## config.mk

```make
export PLATFORM = sky130hd
export DESIGN_NAME = mmu_xlate
export DESIGN_NICKNAME = d
export VERILOG_FILES = /design/src/rtl/cpu_defs.sv /design/src/rtl/mmu_region_dec.sv /design/src/rtl/mmu_xlate.sv
export SDC_FILE = /design/constraint.sdc
export NUM_CORES = 1
export LEC_CHECK = 0
export BUFFER_PORTS_ARGS = -buffer_cell sky130_fd_sc_hd__buf_2
export CAP_MARGIN = 20
export CORE_UTILIZATION = 52
export DETAILED_ROUTE_END_ITERATION = 10
export GPL_ROUTABILITY_DRIVEN = 0
export GPL_TIMING_DRIVEN = 0
export PLACE_DENSITY = 0.89
export SYNTH_ARGS = -nofsm -noshare
export SYNTH_HDL_FRONTEND = slang
export SYNTH_SLANG_ARGS = --single-unit
```

## constraint.sdc

```tcl
create_clock -name clk -period 3.2 [get_ports clk]
set_clock_uncertainty 0.05 [all_clocks]
set_input_delay 0 -clock clk [delete_from_list [all_inputs] [get_ports clk]]
set_output_delay 0 -clock clk [all_outputs]
set_load 0.1 [all_outputs]
```

## src/rtl/cpu_defs.sv

```systemverilog
`default_nettype none
// +----------------------------------------------------------------------+
// | cpu_defs : shared translation codes and address-region constants     |
// | Rev 1.0                                                              |
// +----------------------------------------------------------------------+
package cpu_defs;

  localparam logic [1:0] XL_EX_NONE     = 2'd0;
  localparam logic [1:0] XL_EX_REFILL   = 2'd1;
  localparam logic [1:0] XL_EX_INVALID  = 2'd2;
  localparam logic [1:0] XL_EX_MODIFIED = 2'd3;

  localparam logic [2:0] CACHE_UNCACHED = 3'd2;
  localparam logic [2:0] KSEG0          = 3'b100;
  localparam logic [2:0] KSEG1          = 3'b101;

  // Refill outranks invalid, which outranks a dirty violation on stores.
  function automatic logic [1:0] xl_classify(input logic found, input logic v,
                                             input logic wr, input logic d);
    if (!found)        return XL_EX_REFILL;
    else if (!v)       return XL_EX_INVALID;
    else if (wr && !d) return XL_EX_MODIFIED;
    else               return XL_EX_NONE;
  endfunction

endpackage
`default_nettype wire

```

## src/rtl/mmu_region_dec.sv

```systemverilog
`default_nettype none
// +----------------------------------------------------------------------+
// | mmu_region_dec : vaddr[31:29] region decode -> mapped flag and the   |
// |                  cacheability attribute used for unmapped accesses   |
// | Rev 1.0                                                              |
// +----------------------------------------------------------------------+
module mmu_region_dec
  import cpu_defs::*;
#(
  parameter int MAP_EN = 1
) (
  input  logic [2:0] vregion,
  input  logic [2:0] cfg_k0,
  output logic       mapped,
  output logic [2:0] attr
);

  always_comb begin
    mapped = 1'b0;
    attr   = cfg_k0;
    if (MAP_EN != 0) begin
      if (vregion == KSEG1)
        attr = CACHE_UNCACHED;
      else if (vregion != KSEG0)
        mapped = 1'b1;
    end
  end

endmodule
`default_nettype wire

```

## src/rtl/mmu_xlate.sv

```systemverilog
`default_nettype none
// +----------------------------------------------------------------------+
// | mmu_xlate : two-stage virtual-to-physical translation pipe; S1 holds |
// |             the request and drives tlb search, S2 holds the result   |
// | Rev 1.0                                                              |
// +----------------------------------------------------------------------+
module mmu_xlate
  import cpu_defs::*;
#(
  parameter  int TLBNUM = 16,
  parameter  int MAP_EN = 1,
  localparam int IW     = $clog2(TLBNUM)
) (
  input  logic          clk,
  input  logic          reset,
  input  logic          flush,
  input  logic          req_valid,
  output logic          req_ready,
  input  logic [31:0]   req_vaddr,
  input  logic          req_wr,
  input  logic [7:0]    cur_asid,
  input  logic [2:0]    cfg_k0,
  output logic [18:0]   s_vpn2,
  output logic          s_odd_page,
  output logic [7:0]    s_asid,
  input  logic          s_found,
  input  logic [IW-1:0] s_index,
  input  logic [19:0]   s_pfn,
  input  logic [2:0]    s_c,
  input  logic          s_d,
  input  logic          s_v,
  output logic          rsp_valid,
  input  logic          rsp_ready,
  output logic [31:0]   rsp_paddr,
  output logic          rsp_uncached,
  output logic          rsp_ex,
  output logic [1:0]    rsp_excode,
  output logic          rsp_wr,
  output logic [31:0]   rsp_badvaddr,
  output logic [IW-1:0] rsp_index
);

  logic          r_s1_valid;
  logic [31:0]   r_s1_vaddr;
  logic          r_s1_wr;
  logic [7:0]    r_s1_asid;
  logic [2:0]    r_s1_k0;

  logic          r_s2_valid;
  logic [31:0]   r_s2_paddr;
  logic          r_s2_uncached;
  logic          r_s2_ex;
  logic [1:0]    r_s2_excode;
  logic          r_s2_wr;
  logic [31:0]   r_s2_badvaddr;
  logic [IW-1:0] r_s2_index;

  logic          w_s2_adv;
  logic          w_s1_adv;
  logic          w_accept;
  logic          w_capture;
  logic          w_mapped;
  logic [2:0]    w_unmap_attr;
  logic [2:0]    w_attr;
  logic [31:0]   w_paddr;
  logic [1:0]    w_excode;
  logic          w_ex;
  logic          w_uncached;
  logic [IW-1:0] w_index;

  assign w_s2_adv  = ~r_s2_valid | rsp_ready;
  assign w_s1_adv  = ~r_s1_valid | w_s2_adv;
  assign req_ready = w_s1_adv & ~flush;
  assign w_accept  = req_valid & req_ready;
  assign w_capture = w_s2_adv & r_s1_valid & ~flush;

  mmu_region_dec #(
    .MAP_EN (MAP_EN)
  ) u_region_dec (
    .vregion (r_s1_vaddr[31:29]),
    .cfg_k0  (r_s1_k0),
    .mapped  (w_mapped),
    .attr    (w_unmap_attr)
  );

  // Result is evaluated live from S1 so a stalled request sees tlb updates.
  always_comb begin
    w_paddr  = {3'b000, r_s1_vaddr[28:0]};
    w_attr   = w_unmap_attr;
    w_excode = XL_EX_NONE;
    w_index  = '0;
    if (w_mapped) begin
      w_attr   = s_c;
      w_excode = xl_classify(s_found, s_v, r_s1_wr, s_d);
      if (s_found)
        w_index = s_index;
      if (w_excode != XL_EX_NONE)
        w_paddr = '0;
      else
        w_paddr = {s_pfn, r_s1_vaddr[11:0]};
    end
    w_ex       = (w_excode != XL_EX_NONE);
    w_uncached = ~w_ex & (w_attr == CACHE_UNCACHED);
  end

  always_ff @(posedge clk) begin
    if (reset) begin
      r_s1_valid <= 1'b0;
      r_s1_vaddr <= '0;
      r_s1_wr    <= 1'b0;
      r_s1_asid  <= '0;
      r_s1_k0    <= '0;
    end else begin
      if (flush)
        r_s1_valid <= 1'b0;
      else if (w_s1_adv)
        r_s1_valid <= req_valid;
      if (w_accept) begin
        r_s1_vaddr <= req_vaddr;
        r_s1_wr    <= req_wr;
        r_s1_asid  <= cur_asid;
        r_s1_k0    <= cfg_k0;
      end
    end
  end

  // S2 data moves only on capture, so rsp_* never toggles while empty.
  always_ff @(posedge clk) begin
    if (reset) begin
      r_s2_valid    <= 1'b0;
      r_s2_paddr    <= '0;
      r_s2_uncached <= 1'b0;
      r_s2_ex       <= 1'b0;
      r_s2_excode   <= XL_EX_NONE;
      r_s2_wr       <= 1'b0;
      r_s2_badvaddr <= '0;
      r_s2_index    <= '0;
    end else begin
      if (flush)
        r_s2_valid <= 1'b0;
      else if (w_s2_adv)
        r_s2_valid <= r_s1_valid;
      if (w_capture) begin
        r_s2_paddr    <= w_paddr;
        r_s2_uncached <= w_uncached;
        r_s2_ex       <= w_ex;
        r_s2_excode   <= w_excode;
        r_s2_wr       <= r_s1_wr;
        r_s2_badvaddr <= r_s1_vaddr;
        r_s2_index    <= w_index;
      end
    end
  end

  assign s_vpn2       = r_s1_vaddr[31:13];
  assign s_odd_page   = r_s1_vaddr[12];
  assign s_asid       = r_s1_asid;

  assign rsp_valid    = r_s2_valid;
  assign rsp_paddr    = r_s2_paddr;
  assign rsp_uncached = r_s2_uncached;
  assign rsp_ex       = r_s2_ex;
  assign rsp_excode   = r_s2_excode;
  assign rsp_wr       = r_s2_wr;
  assign rsp_badvaddr = r_s2_badvaddr;
  assign rsp_index    = r_s2_index;

endmodule
`default_nettype wire

```

==> report_table.html <==
<table>
<tr><th>Metric</th><th>Value</th></tr>
<tr><th colspan="2">Run status</th></tr>
<tr><td>Outcome</td><td>finished, final reports clean</td></tr>
<tr><th colspan="2">Pwr</th></tr>
<tr><td>Switching power total</td><td>1064 uW</td></tr>
<tr><td>Sequential power share</td><td>0.377</td></tr>
<tr><td>Clock network fraction of design power</td><td>0.486</td></tr>
<tr><td>Lkg Pwr</td><td>0.003200 uW</td></tr>
<tr><td>Worst VDD drop</td><td>0.0003505 V</td></tr>
<tr><td>Switching part of the total</td><td>0.2579</td></tr>
<tr><td>Internal portion of total power</td><td>3062 uW</td></tr>
<tr><td>Total power divided by cell area</td><td>580.3 nW/um^2</td></tr>
<tr><td>Part of the total power dissipated in combinational logic</td><td>0.137</td></tr>
<tr><th colspan="2">Clock network</th></tr>
<tr><td>CTS root buffer</td><td>sky130_fd_sc_hd__clkbuf_8</td></tr>
<tr><td>Setup Fix Bufs, Post-CTS</td><td>0</td></tr>
<tr><td>Total clock buffers created by CTS</td><td>17</td></tr>
<tr><td>Clock network latency to the later pin of the worst-skew pair</td><td>0.51 ns</td></tr>
<tr><td>Clock transition at the registers of the reported paths</td><td>0.06 ns</td></tr>
<tr><td>Clock tree from TritonCTS</td><td>built</td></tr>
<tr><td>Level count of the clock H-tree</td><td>4</td></tr>
<tr><td>Clock Path Buffers</td><td>2</td></tr>
<tr><td>CTS Sinks</td><td>119</td></tr>
<tr><th colspan="2">Worst setup path</th></tr>
<tr><td>Kind of critical path</td><td>reg -&gt; reg</td></tr>
<tr><td>CP max stage cell</td><td>sky130_fd_sc_hd__dlygate4sd3_1</td></tr>
<tr><td>Highest fanout seen on the critical path</td><td>10</td></tr>
<tr><td>Ordered list of cells on the worst path</td><td>nor2b_1 &gt; buf_2 &gt; nor2_2 &gt; clkbuf_1 &gt; nor2_1 &gt; nor3_1 &gt; dlygate4sd3_1</td></tr>
<tr><td>Arrival time worst endpoint</td><td>2.71 ns</td></tr>
<tr><td>Worst Setup End Kind</td><td>register</td></tr>
<tr><td>Largest stage delay, worst path</td><td>0.58 ns</td></tr>
<tr><td>Category of cells accounting for the largest share of critical-path delay</td><td>buffers and inverters</td></tr>
<tr><td>Worst Setup Start Kind</td><td>register</td></tr>
<tr><td>Number of buffer and inverter stages on the critical path</td><td>3</td></tr>
<tr><td>Critical Path RT</td><td>3.59 ns</td></tr>
<tr><th colspan="2">Detailed routing</th></tr>
<tr><td>Aggregate routed wire length</td><td>16950 um</td></tr>
<tr><td>Highest Signal Layer</td><td>met4</td></tr>
<tr><td>DRC</td><td>0</td></tr>
<tr><td>Met3 layer wire length in the routed design</td><td>1215 um</td></tr>
<tr><td>Vias</td><td>5382</td></tr>
<tr><td>First-pass DRT Iterations</td><td>5</td></tr>
<tr><td>Drt initial violations</td><td>344</td></tr>
<tr><td>WL per Instance</td><td>17.70 um</td></tr>
<tr><td>Total length of routed met2 wires</td><td>8742 um</td></tr>
<tr><td>M1 WL</td><td>6331 um</td></tr>
<tr><td>Antenna Violating Nets Remaining</td><td>0</td></tr>
<tr><td>Detail-routed via count per cell</td><td>5.618</td></tr>
<tr><th colspan="2">STA</th></tr>
<tr><td>Minimum period implied by the final worst setup slack</td><td>2.319 ns</td></tr>
<tr><td>Worst Slack Setup Final</td><td>0.8805 ns</td></tr>
<tr><td>Worst-margin pin slew</td><td>0.6380 ns</td></tr>
<tr><td>Fin crit share</td><td>0.7248</td></tr>
<tr><td>Unrepaired setup endpoints after global routing</td><td>no</td></tr>
<tr><td>Sum Neg Setup Slack</td><td>0 ns</td></tr>
<tr><td>Final Hold Fails</td><td>0</td></tr>
<tr><td>Achievable clock frequency</td><td>0.4311 GHz</td></tr>
<tr><td>Worst slew slack as a fraction of its limit</td><td>0.5747</td></tr>
<tr><td>Final max-slew violation count</td><td>0</td></tr>
<tr><td>Final Setup Violations</td><td>0</td></tr>
<tr><th colspan="2">Synthesis</th></tr>
<tr><td>Yosys reg bits</td><td>119</td></tr>
<tr><td>Post-synth top flop</td><td>sky130_fd_sc_hd__dfxtp_1</td></tr>
<tr><td>Most repeated cell in the gate-level netlist after synthesis</td><td>sky130_fd_sc_hd__nand2_1</td></tr>
<tr><td>Count of flip-flops with a built-in enable after synthesis</td><td>0</td></tr>
<tr><td>Mapped Cells</td><td>552</td></tr>
<tr><td>Distinct cell type count of the synthesized netlist</td><td>28</td></tr>
<tr><td>FFs w/ async S/R, synth</td><td>0</td></tr>
<tr><td>Most numerous cell types in the synthesized netlist</td><td>sky130_fd_sc_hd__nand2_1, sky130_fd_sc_hd__dfxtp_1, sky130_fd_sc_hd__a21oi_1</td></tr>
<tr><td>Portion of synthesized cell area occupied by the leading cell type</td><td>0.5239</td></tr>
<tr><td>Net Count, Synth</td><td>631</td></tr>
<tr><td>Average instance area after synthesis</td><td>8.237 sq um</td></tr>
<tr><td>Netlist area before placement</td><td>4547 sq um</td></tr>
<tr><td>Biggest area consumer among synthesized cells</td><td>sky130_fd_sc_hd__dfxtp_1</td></tr>
<tr><td>Post-synthesis sequential area ratio</td><td>0.5239</td></tr>
<tr><td>Cell types occupying the most area after synthesis</td><td>sky130_fd_sc_hd__dfxtp_1, sky130_fd_sc_hd__nand2_1, sky130_fd_sc_hd__a21oi_1</td></tr>
<tr><td>Yosys warnings</td><td>0</td></tr>
<tr><th colspan="2">Layout</th></tr>
<tr><td>Net total in the final layout</td><td>920</td></tr>
<tr><td>Cell Count, Final, Fillers Out</td><td>958</td></tr>
<tr><td>Non-Filler Cell Area, Final</td><td>7109 sq um</td></tr>
<tr><td>Share of final-layout standard cells stronger than drive strength 1</td><td>0.3165</td></tr>
<tr><td>N_diodes</td><td>0</td></tr>
<tr><td>Area growth from synthesis to layout</td><td>56.36%</td></tr>
<tr><th colspan="2">Floorplan</th></tr>
<tr><td>Number of top-level pins</td><td>182</td></tr>
<tr><td>Overall die area</td><td>9122 sq um</td></tr>
<tr><td>Core ar.</td><td>8341 sq um</td></tr>
<tr><td>Die span in y</td><td>95.51 um</td></tr>
<tr><td>Die W</td><td>95.51 um</td></tr>
<tr><td>Initial cell density of the core</td><td>0.5452</td></tr>
<tr><td>Rows</td><td>33</td></tr>
<tr><th colspan="2">Place</th></tr>
<tr><td>Sum of net half-perimeters after detailed placement</td><td>9743 um</td></tr>
<tr><td>DP Area</td><td>5579 sq um</td></tr>
<tr><td>Placed cells</td><td>837</td></tr>
<tr><td>Port-buffer cells</td><td>180</td></tr>
<tr><td>Setup slack at placement</td><td>1.507 ns</td></tr>
<tr><th colspan="2">GRT</th></tr>
<tr><td>First-pass GRT wire length</td><td>25760 um</td></tr>
<tr><td>Final global-route overflow total</td><td>0</td></tr>
<tr><td>Number of global-route vias before repair</td><td>5484</td></tr>
<tr><td>Largest net degree at the start of global routing</td><td>17</td></tr>
<tr><td>Initial antenna violation count</td><td>0</td></tr>
<tr><td>Global-route usage over all layers</td><td>0.3749</td></tr>
<tr><th colspan="2">Run</th></tr>
<tr><td>Count of max-cap constraint violations</td><td>0</td></tr>
<tr><th colspan="2">Min path</th></tr>
<tr><td>Path type of the worst min-delay path</td><td>in -&gt; reg</td></tr>
</table>
==> cells by family after synthesis <==
kind of cell | Yosys count | synth area share
simple gates | 244 | 0.2210
compound gates | 125 | 0.1742
buf+inv | 64 | 0.08090
flops | 119 | 0.5239
==> final timing paths <==
check             depth (start not counted)  slack (ns)           from            end
hold reg to reg                           2        0.40  rsp_excode[1]  rsp_excode[1]
hold / removal                            2        0.01          reset  rsp_paddr[18]
setup / recovery                          7        0.88      rsp_valid  rsp_paddr[12]
setup reg to reg                          7        0.88      rsp_valid  rsp_paddr[12]
==> power by group through the flow <==
stage | clock [uW] | combinational, uW | sequential (uW)
2_1_floorplan | 0 | 220 | 1700
3_3_place_gp | 0 | 453 | 1580
3_5_place_dp | 0 | 463 | 1580
4_1_cts | 2000 | 545 | 1550
5_1_grt | 2070 | 589 | 1560
6_report | 2010 | 564 | 1550
==> registers in the layout, indices dropped and copies added (netlist names) <==
| signal | flops |
|---|---|
| rsp_paddr | 32 |
| rsp_wr | 1 |
| rsp_badvaddr | 32 |
| s_asid | 8 |
| r_s1_k0 | 3 |
| rsp_index | 4 |
| r_s1_valid | 1 |
| r_s1_vaddr | 32 |
| rsp_valid | 1 |
| rsp_excode | 2 |
| rsp_ex | 1 |
| r_s1_wr | 1 |
| rsp_uncached | 1 |
==> per-layer routing <==
layer | up-vias | GRT usage
met1 | 2559 | 0.3960
met5 | - | 0
met4 | 0 | 0.2239
li1 | 2413 | -
met3 | 65 | 0.07735
met2 | 345 | 0.6815
==> through the flow <==
stage	util	power [uW]	hold WS, ns
after CTS	0.8524	4098	0.001498
after detailed placement	0.6689	2046	0.1982
after global placement	0.6689	2034	0.1882
final	0.8524	4126	0.01450
after floorplan	-	1919	0.02931
after global routing	0.8524	4212	0.05311
==> cell usage in the layout (no fill, tap or decap), types with 7 or more instances in the layout <==
cell type                       Yosys  layout
sky130_fd_sc_hd__a21oi_1           98      98
sky130_fd_sc_hd__a221oi_1           7       7
sky130_fd_sc_hd__a221oi_2          10      10
sky130_fd_sc_hd__buf_2             18     198
sky130_fd_sc_hd__buf_4             26      26
sky130_fd_sc_hd__clkbuf_1          17      18
sky130_fd_sc_hd__clkbuf_16          0      16
sky130_fd_sc_hd__dfxtp_1          119     119
sky130_fd_sc_hd__dlygate4sd3_1      0      90
sky130_fd_sc_hd__nand2_1          174     174
sky130_fd_sc_hd__nand3_1           16      16
sky130_fd_sc_hd__nor2_1            23      23
sky130_fd_sc_hd__nor3_1            19      19
==> area by class of cell <==
type                       count  area, sq um
fill                         459         1231
clock inverter                 8        142.6
timing repair buffer         270         1802
buffer                        62        360.3
multi-input combinational    369         1797
clock buffer                  23        486.7
inverter                       2        7.507
sequential                   119         2382
tap                          105        131.4
==> what timing repair did <==
| action | 4_1_cts | 5_1_grt |
|---|---|---|
| hold buffers | 90 | 0 |
| gates resized for setup | 0 | 0 |
| hold endpoints to repair | 73 | 0 |
==> worst reg2reg max path: cells and delay by family, from the launching register on <==
| kind | cells | cell delay, ns |
|---|---|---|
| buffers and inverters | 3 | 1.22 |
| AND/OR/NAND/NOR | 4 | 0.67 |
| flip-flops | 1 | 0.32 |
Note: power is estimated with default switching activity, not from simulation.
